## src/rtl/uart_tx.sv

```systemverilog
// uart_tx: FIFO-fed 8N1 serial transmitter; define UART_TX_PARITY_EN for an even-parity bit (8E1)
module uart_tx #(
  parameter int CLKS_PER_BIT = 87
) (
  input  logic       clk,
  input  logic       reset_n,
  input  logic       tx_enable,
  input  logic       fifo_empty,
  input  logic       data_valid,
  input  logic [7:0] data_in,
  output logic       read_en,
  output logic       tx,
  output logic       tx_busy,
  output logic       tx_done
);
  localparam int BW = $clog2(CLKS_PER_BIT);
  typedef enum logic [2:0] {IDLE, FETCH, WAIT_DATA, START, DATA, PARITY, STOP} state_t;
  state_t state, state_n;
  logic [BW-1:0] baud, baud_n;
  logic [2:0] idx, idx_n;
  logic [1:0] wcnt, wcnt_n;
  logic [7:0] sreg, sreg_n;
  logic tx_n, armed, bit_end;
  assign bit_end = baud == BW'(CLKS_PER_BIT - 1);
  assign read_en = state == FETCH;
  assign tx_busy = state != IDLE;
  assign tx_done = state == STOP && bit_end;
  // armed holds off the first fetch for one edge after reset release so a FIFO pop never races the release
  always_ff @(posedge clk or negedge reset_n)
    if (!reset_n) begin
      state <= IDLE;
      baud  <= '0;
      idx   <= '0;
      wcnt  <= '0;
      sreg  <= '0;
      tx    <= 1'b1;
      armed <= 1'b0;
    end else begin
      state <= state_n;
      baud  <= baud_n;
      idx   <= idx_n;
      wcnt  <= wcnt_n;
      sreg  <= sreg_n;
      tx    <= tx_n;
      armed <= 1'b1;
    end
  // next state and the registered line level for the state being entered
  always_comb begin
    state_n = state;
    baud_n  = (state inside {START, DATA, PARITY, STOP}) && !bit_end ? baud + BW'(1) : '0;
    idx_n   = idx;
    wcnt_n  = '0;
    sreg_n  = sreg;
    tx_n    = tx;
    case (state)
      IDLE: begin
        tx_n = 1'b1;
        if (armed && tx_enable && !fifo_empty) state_n = FETCH;
      end
      FETCH: state_n = WAIT_DATA;
      WAIT_DATA:
        if (data_valid) begin
          sreg_n  = data_in;
          state_n = START;
          tx_n    = 1'b0;
        end else if (wcnt == 2'd3) state_n = IDLE;
        else wcnt_n = wcnt + 2'd1;
      START:
        if (bit_end) begin
          state_n = DATA;
          idx_n   = '0;
          tx_n    = sreg[0];
        end
      DATA:
        if (bit_end) begin
          idx_n = idx + 3'd1;
          if (idx == 3'd7) begin
`ifdef UART_TX_PARITY_EN
            state_n = PARITY;
            tx_n    = ^sreg;
`else
            state_n = STOP;
            tx_n    = 1'b1;
`endif
          end else tx_n = sreg[idx + 3'd1];
        end
      PARITY:
        if (bit_end) begin
          state_n = STOP;
          tx_n    = 1'b1;
        end
      STOP:
        if (bit_end) begin
          state_n = IDLE;
          tx_n    = 1'b1;
        end
      default: state_n = IDLE;
    endcase
  end
endmodule

```

## config.mk

```make
export PLATFORM = sky130hd
export DESIGN_NAME = uart_tx
export DESIGN_NICKNAME = d
export VERILOG_FILES = /design/src/rtl/uart_tx.sv
export SDC_FILE = /design/constraint.sdc
export NUM_CORES = 1
export LEC_CHECK = 0
export CAP_MARGIN = 20
export CORE_MARGIN = 8
export CORE_UTILIZATION = 35
export CTS_BUF_LIST = sky130_fd_sc_hd__clkbuf_8
export CTS_CLUSTER_SIZE = 10
export DETAILED_ROUTE_END_ITERATION = 10
export HOLD_SLACK_MARGIN = 0.1
export PLACE_DENSITY = 0.53
export SYNTH_ARGS = -nofsm -noshare
export SYNTH_HDL_FRONTEND = slang
export SYNTH_SLANG_ARGS = --single-unit
```

## constraint.sdc

```tcl
create_clock -name clk -period 2.14 [get_ports clk]
set_input_delay 0.321 -clock clk [delete_from_list [all_inputs] [get_ports clk]]
set_output_delay 0.321 -clock clk [all_outputs]
set_load 0.05 [all_outputs]
```

# Yosys cells after proc, flatten, opt, wreduce, memory -nomap -nowiden

Index checks and enable logic that the tools add are counted.

Flip-flop bits (word level): 25
Bits of input ports: 13
Output and inout port bits: 4
Word-level logic and storage cells: 68

Add/subtract/negate cells: 3
Magnitude comparators: 1
Equality and inequality tests: 18
Multiplexer cells: 23
Reduce and logical (&&, ||, !) cells: 16

Operators with widths:

| kind                                                                         | count |
|---|---|
| 3-bit 2-to-1 mux                                                             | 9 |
| 3-bit one-hot mux with 7 select lines                                        | 1 |
| 3-bit == test, second input constant                                         | 4 |
| 2-bit inequality test, second input constant                                 | 6 |
| 7-bit by 1-bit adder with 7-bit output, second input constant                | 1 |
| 7-bit == test, second input constant                                         | 1 |
| 7-bit 2-to-1 mux                                                             | 1 |
| 7-bit AND reduction                                                          | 1 |
| 3-bit by 2-bit == test with 1-bit output, second input constant              | 2 |
| 1-bit 2-to-1 mux                                                             | 6 |
| 2-bit 2-to-1 mux                                                             | 3 |
| 3-bit one-hot mux with 2 select lines                                        | 1 |
| 1-bit one-hot mux with 5 select lines                                        | 1 |
| 5-bit AND reduction                                                          | 1 |
| 5-bit nonzero test                                                           | 1 |
| 1-bit logical AND                                                            | 4 |
| 3-bit by 4-bit less-than comparator with 1-bit output, second input constant | 1 |
| 2-bit by 1-bit inequality test with 1-bit output, second input constant      | 2 |
| 4-bit nonzero test                                                           | 1 |
| 3-bit by 1-bit adder with 3-bit output, second input constant                | 1 |
| 1-bit binary-select mux with 3-bit select                                    | 1 |
| 3-bit by 1-bit == test with 1-bit output, second input constant              | 1 |
| 3-bit logical NOT                                                            | 1 |
| 3-bit inequality test, second input constant                                 | 1 |
| 8 further kinds                                                              | 9 |

# Longest topological paths before layout

Depth in word-level cells: 6
Depth in mapped cells: 8
Gate-level depth less buffers: 7

# Worst setup path before layout

OpenSTA, ideal clock, no wires.

Kind: flip-flop to output port
From: register state[1]
To: output port read_en
Arrival: 1.747 ns
Data required time: 1.819 ns
Slack: 0.072 ns
Stages on the path, launching flop included: 4
Path buffers: 2
Cell sequence: dfrtp_1 buf_2 buf_2 nor3_1

Word-level cells in the longest chain between the ends: 1

RTL lines:

| what                                     | RTL line | text |
|---|---|---|
| start, declared                          | 18       | `state_t state, state_n;` |
| start signal, assigned                   | 39       | `state <= state_n;` |
| 3-bit by 1-bit == test with 1-bit output | 25       | `assign read_en = state == FETCH;` |
| end, declared                            | 11       | `output logic read_en,` |

No other way between the ends.

# Final worst setup path

From: register baud[0]
To: output port tx_done

Word-level cells in the longest chain between the ends: 2

RTL lines:

| what                   | RTL line | text |
|---|---|---|
| start, declared        | 19       | `logic [BW-1:0] baud, baud_n;` |
| start signal, assigned | 40       | `baud <= baud_n;` |
| 7-bit == test          | 24       | `assign bit_end = baud == BW'(CLKS_PER_BIT - 1);` |
| 1-bit logical AND      | 27       | `assign tx_done = state == STOP && bit_end;` |
| end, declared          | 14       | `output logic tx_done` |

No other way between the ends.

==> results.md <==
* Final Max Tran Viols at 0
* Fill cells at roughly 350
* Total negative slack at 0 ns
* Unrepaired setup endpoints after global routing: no
* Clock Sinks at 25
* Leakage power at roughly 0.74 nW
* Sequential-to-total area share from yosys stat at 46.3%
* Maximum vdd drop at 0.378 mV
* Net Count, Synth at around 150
* Setup crit start kind: flop
* Tmin final at 1.93 ns
* Simple-Gate Fraction of Synth Area at between 20% and 30%
* Worst setup path category: reg -> out
* Num rows at 22
* First-pass GRT wire length at about 4700 um
* Max-Cap Viols at 0
* Mean number of vias per cell at between 4 and 5
* Clock Latency Late Sink at between 0.2 and 0.3 ns
* IO buf count at 16
* Chip width at approximately 78 um
* Chip height at a little under 80 um
* Cts hold-fix bufs at 0
* Worst-margin pin slew at about 0.55 ns
* Post-Syn Instances at roughly 130
* Mapped Area at approximately 1400 um^2
* Synth top area share at between 40% and 50%
* Count of final hold-check violations at 0
* Post-synthesis xor/xnor area fraction at between 3 and 4%
* Antenna diodes at 0
* Worst-path fanout max at 4
* H-Tree Depth at 1
* Hold Crit Class: in -> async
* Main combinational cell family by area after synthesis: simple AND/OR/NAND/NOR gates
* Clk buf depth at 2
* Grt total ovfl at 0
* Ys Warns at 0
* Layout cells sized above 1 at 19.5%
* R2r setup slk at 0.35 ns
* Post-synthesis compound-gate area fraction at approximately 8.2%
* Clk_skew at 0.00386 ns
* Initial Utilization at between 30 and 40%
* Initial antenna violation count at 0
* Yosys cell types at 37
* Mux contribution to synthesized area at a little over a tenth
* Post-synth top area cell: dfrtp_1
* TritonRoute pass-1 iters at 4
* Top cells by area, synth: dfrtp_1, mux2_2, ha_1
* Pwr/cell area at around 480 nW/um^2
* Via count at ~980
* DR DRC count at 0
* Avg WL per Cell at approximately 13 um
* Kind of capture point of the worst setup path: output pin
* Area delta synth->final at 21.1%
* Final Net Count at around 170
* Gr usage total at between 9 and 10%
* Vias in the first global route at 1,018
* Largest net degree at the start of global routing at 26
* Num CTS Buffers at 3
* Initial DRC Count at just over 40
* RePlAce Congestion at 0.722
* Slew HR at 63.6%
* Crit path required time at ~1.8 ns
* CTS tree: yes
* Fin crit share at between 90% and 100%
* I/O Pins at 17
* Detail Placement HPWL at about 2000 um
* Final WL at 2630 um
* Die area at 6120 um^2
* Arrival @ worst endpoint at about 1.6 ns
* Syn_area_per_cell at a little over 10 um^2
* Core region area at around 3700 um^2
* Yosys reg bits at 25
* Pwr Total at 787 uW
* Outcome: complete, no violations
* Setup violations, final at 0
* Clock-pin slew on the worst setup and hold paths at about 0.090 ns
* Max Clock Freq at roughly 520 MHz
* Root buffer cell: clkbuf_8
* Adder-Cell Fraction of Synth Area at around 4.6%
* DRT antenna net count at 0
[cells in the mapped netlist (all sizes together)]
| master | number |
|---|---|
| a31oi | 1 |
| mux2 | 8 |
| nor4 | 1 |
| nand3b | 1 |
| conb | 1 |
| and2 | 1 |
| and3 | 2 |
| xnor2 | 4 |
| nand2 | 15 |
| dfstp | 1 |
| dfrtp | 24 |
| xor2 | 2 |
| and2b | 2 |
| nand3 | 6 |
| nor2 | 15 |
| inv | 2 |
| nor4b | 1 |
| o311ai | 1 |
| or3 | 2 |
| a21o | 1 |
| mux2i | 1 |
| nor3b | 2 |
| nor3 | 6 |
| o21ai | 4 |
| o211ai | 1 |
| o22ai | 3 |
| buf | 7 |
| ha | 5 |
| a22o | 1 |
| mux4 | 2 |
| and4bb | 2 |
| a21oi | 6 |
[metal layers]
layer | routed length, um | track usage (%) | share of wire (%)
met4 | 19 | 2.22 | 0.72
met5 | 0 | 0 | 0
met3 | 72 | 2.62 | 2.7
met2 | 1360 | 15.8 | 52
met1 | 1180 | 10.5 | 45
[cell type report]
type	count	area [um^2]	share of cell area [%]
Tap cell	48	60.1	3.66
Inverter	2	7.51	0.458
Clock inverter	1	5.00	0.305
Sequential cell	25	627	38.2
Timing Repair Buffer	21	215	13.1
Clock buffer	3	41.3	2.52
Multi-Input combinational cell	97	684	41.7
[final timing paths]
path                       startpoint       to  cells after the start
min in group clk              wcnt[0]  wcnt[0]                      1
hold reg to reg               wcnt[0]  wcnt[0]                      1
hold / removal                reset_n   idx[1]                      2
setup / recovery              baud[0]  tx_done                      7
setup reg to reg               idx[0]       tx                      7
max in group asynchronous     reset_n       tx                      2
[per-stage QoR]
stage | std cells | util (%) | hold slack (ns) | setup WS, ns | cell area (um^2)
after CTS | 196 | 44.1 | 0.419 | 0.00979 | 1630
after detailed placement | 192 | 42.9 | 0.434 | 0.262 | 1580
after global placement | 192 | 42.9 | 0.431 | 0.294 | 1580
after global routing | 197 | 44.5 | 0.442 | 0.0365 | 1640
after floorplan | 131 | - | 0.0254 | 0.0725 | 1360
final | 197 | 44.5 | 0.412 | 0.210 | 1640
[cell families after synthesis]
group	count (synthesis)
adders and majority gates	5
muxes	11
other	1
buffers and inverters	9
xor gates and xnor gates	6
DFF	25
AOI/OAI and AO/OA	18
and+or+nand+nor	56
[cell usage in the layout, fill, tap and decap left out, drive strengths merged, types with 3 or more instances in the layout]
master	instances
o22ai	3
nor2	15
mux2	8
dfrtp	24
nand2	15
clkdlybuf4s50	13
clkbuf	3
xnor2	4
o21ai	4
nor3	6
nand3	6
ha	5
a21oi	6
buf	8
[critical path: stages, from the launching register on]
cell and delay [ns]:
dfrtp_1 0.41, inv_1 0.07, ha_1 0.18, nand2_1 0.07, and2b_4 0.26, nand2_1 0.07
nor2_2 0.14, buf_12 0.15
[power breakdown]
part | switching (mW) | total (mW) | internal (mW) | leakage, nW
clock | 0.143 | 0.273 | 0.130 | 0.0255
combinational | 0.0165 | 0.0406 | 0.0241 | 0.400
sequential | 0.000198 | 0.473 | 0.473 | 0.318
total | 0.160 | 0.787 | 0.627 | 0.744
[repair_timing]
| item | CTS | global route |
|---|---|---|
| hold endpoints to repair | 0 | 0 |
| resized for setup | 0 | 3 |
| buffers inserted | 0 | 1 |
| endpoints found under the setup margin | 0 | 1 |
[state kept, by name, indices dropped and copies added (netlist names)]
register and flops:
sreg 8, idx 3, armed 1, tx 1, wcnt 2, state 3
baud 7
Power figures use the tool's default switching activity.
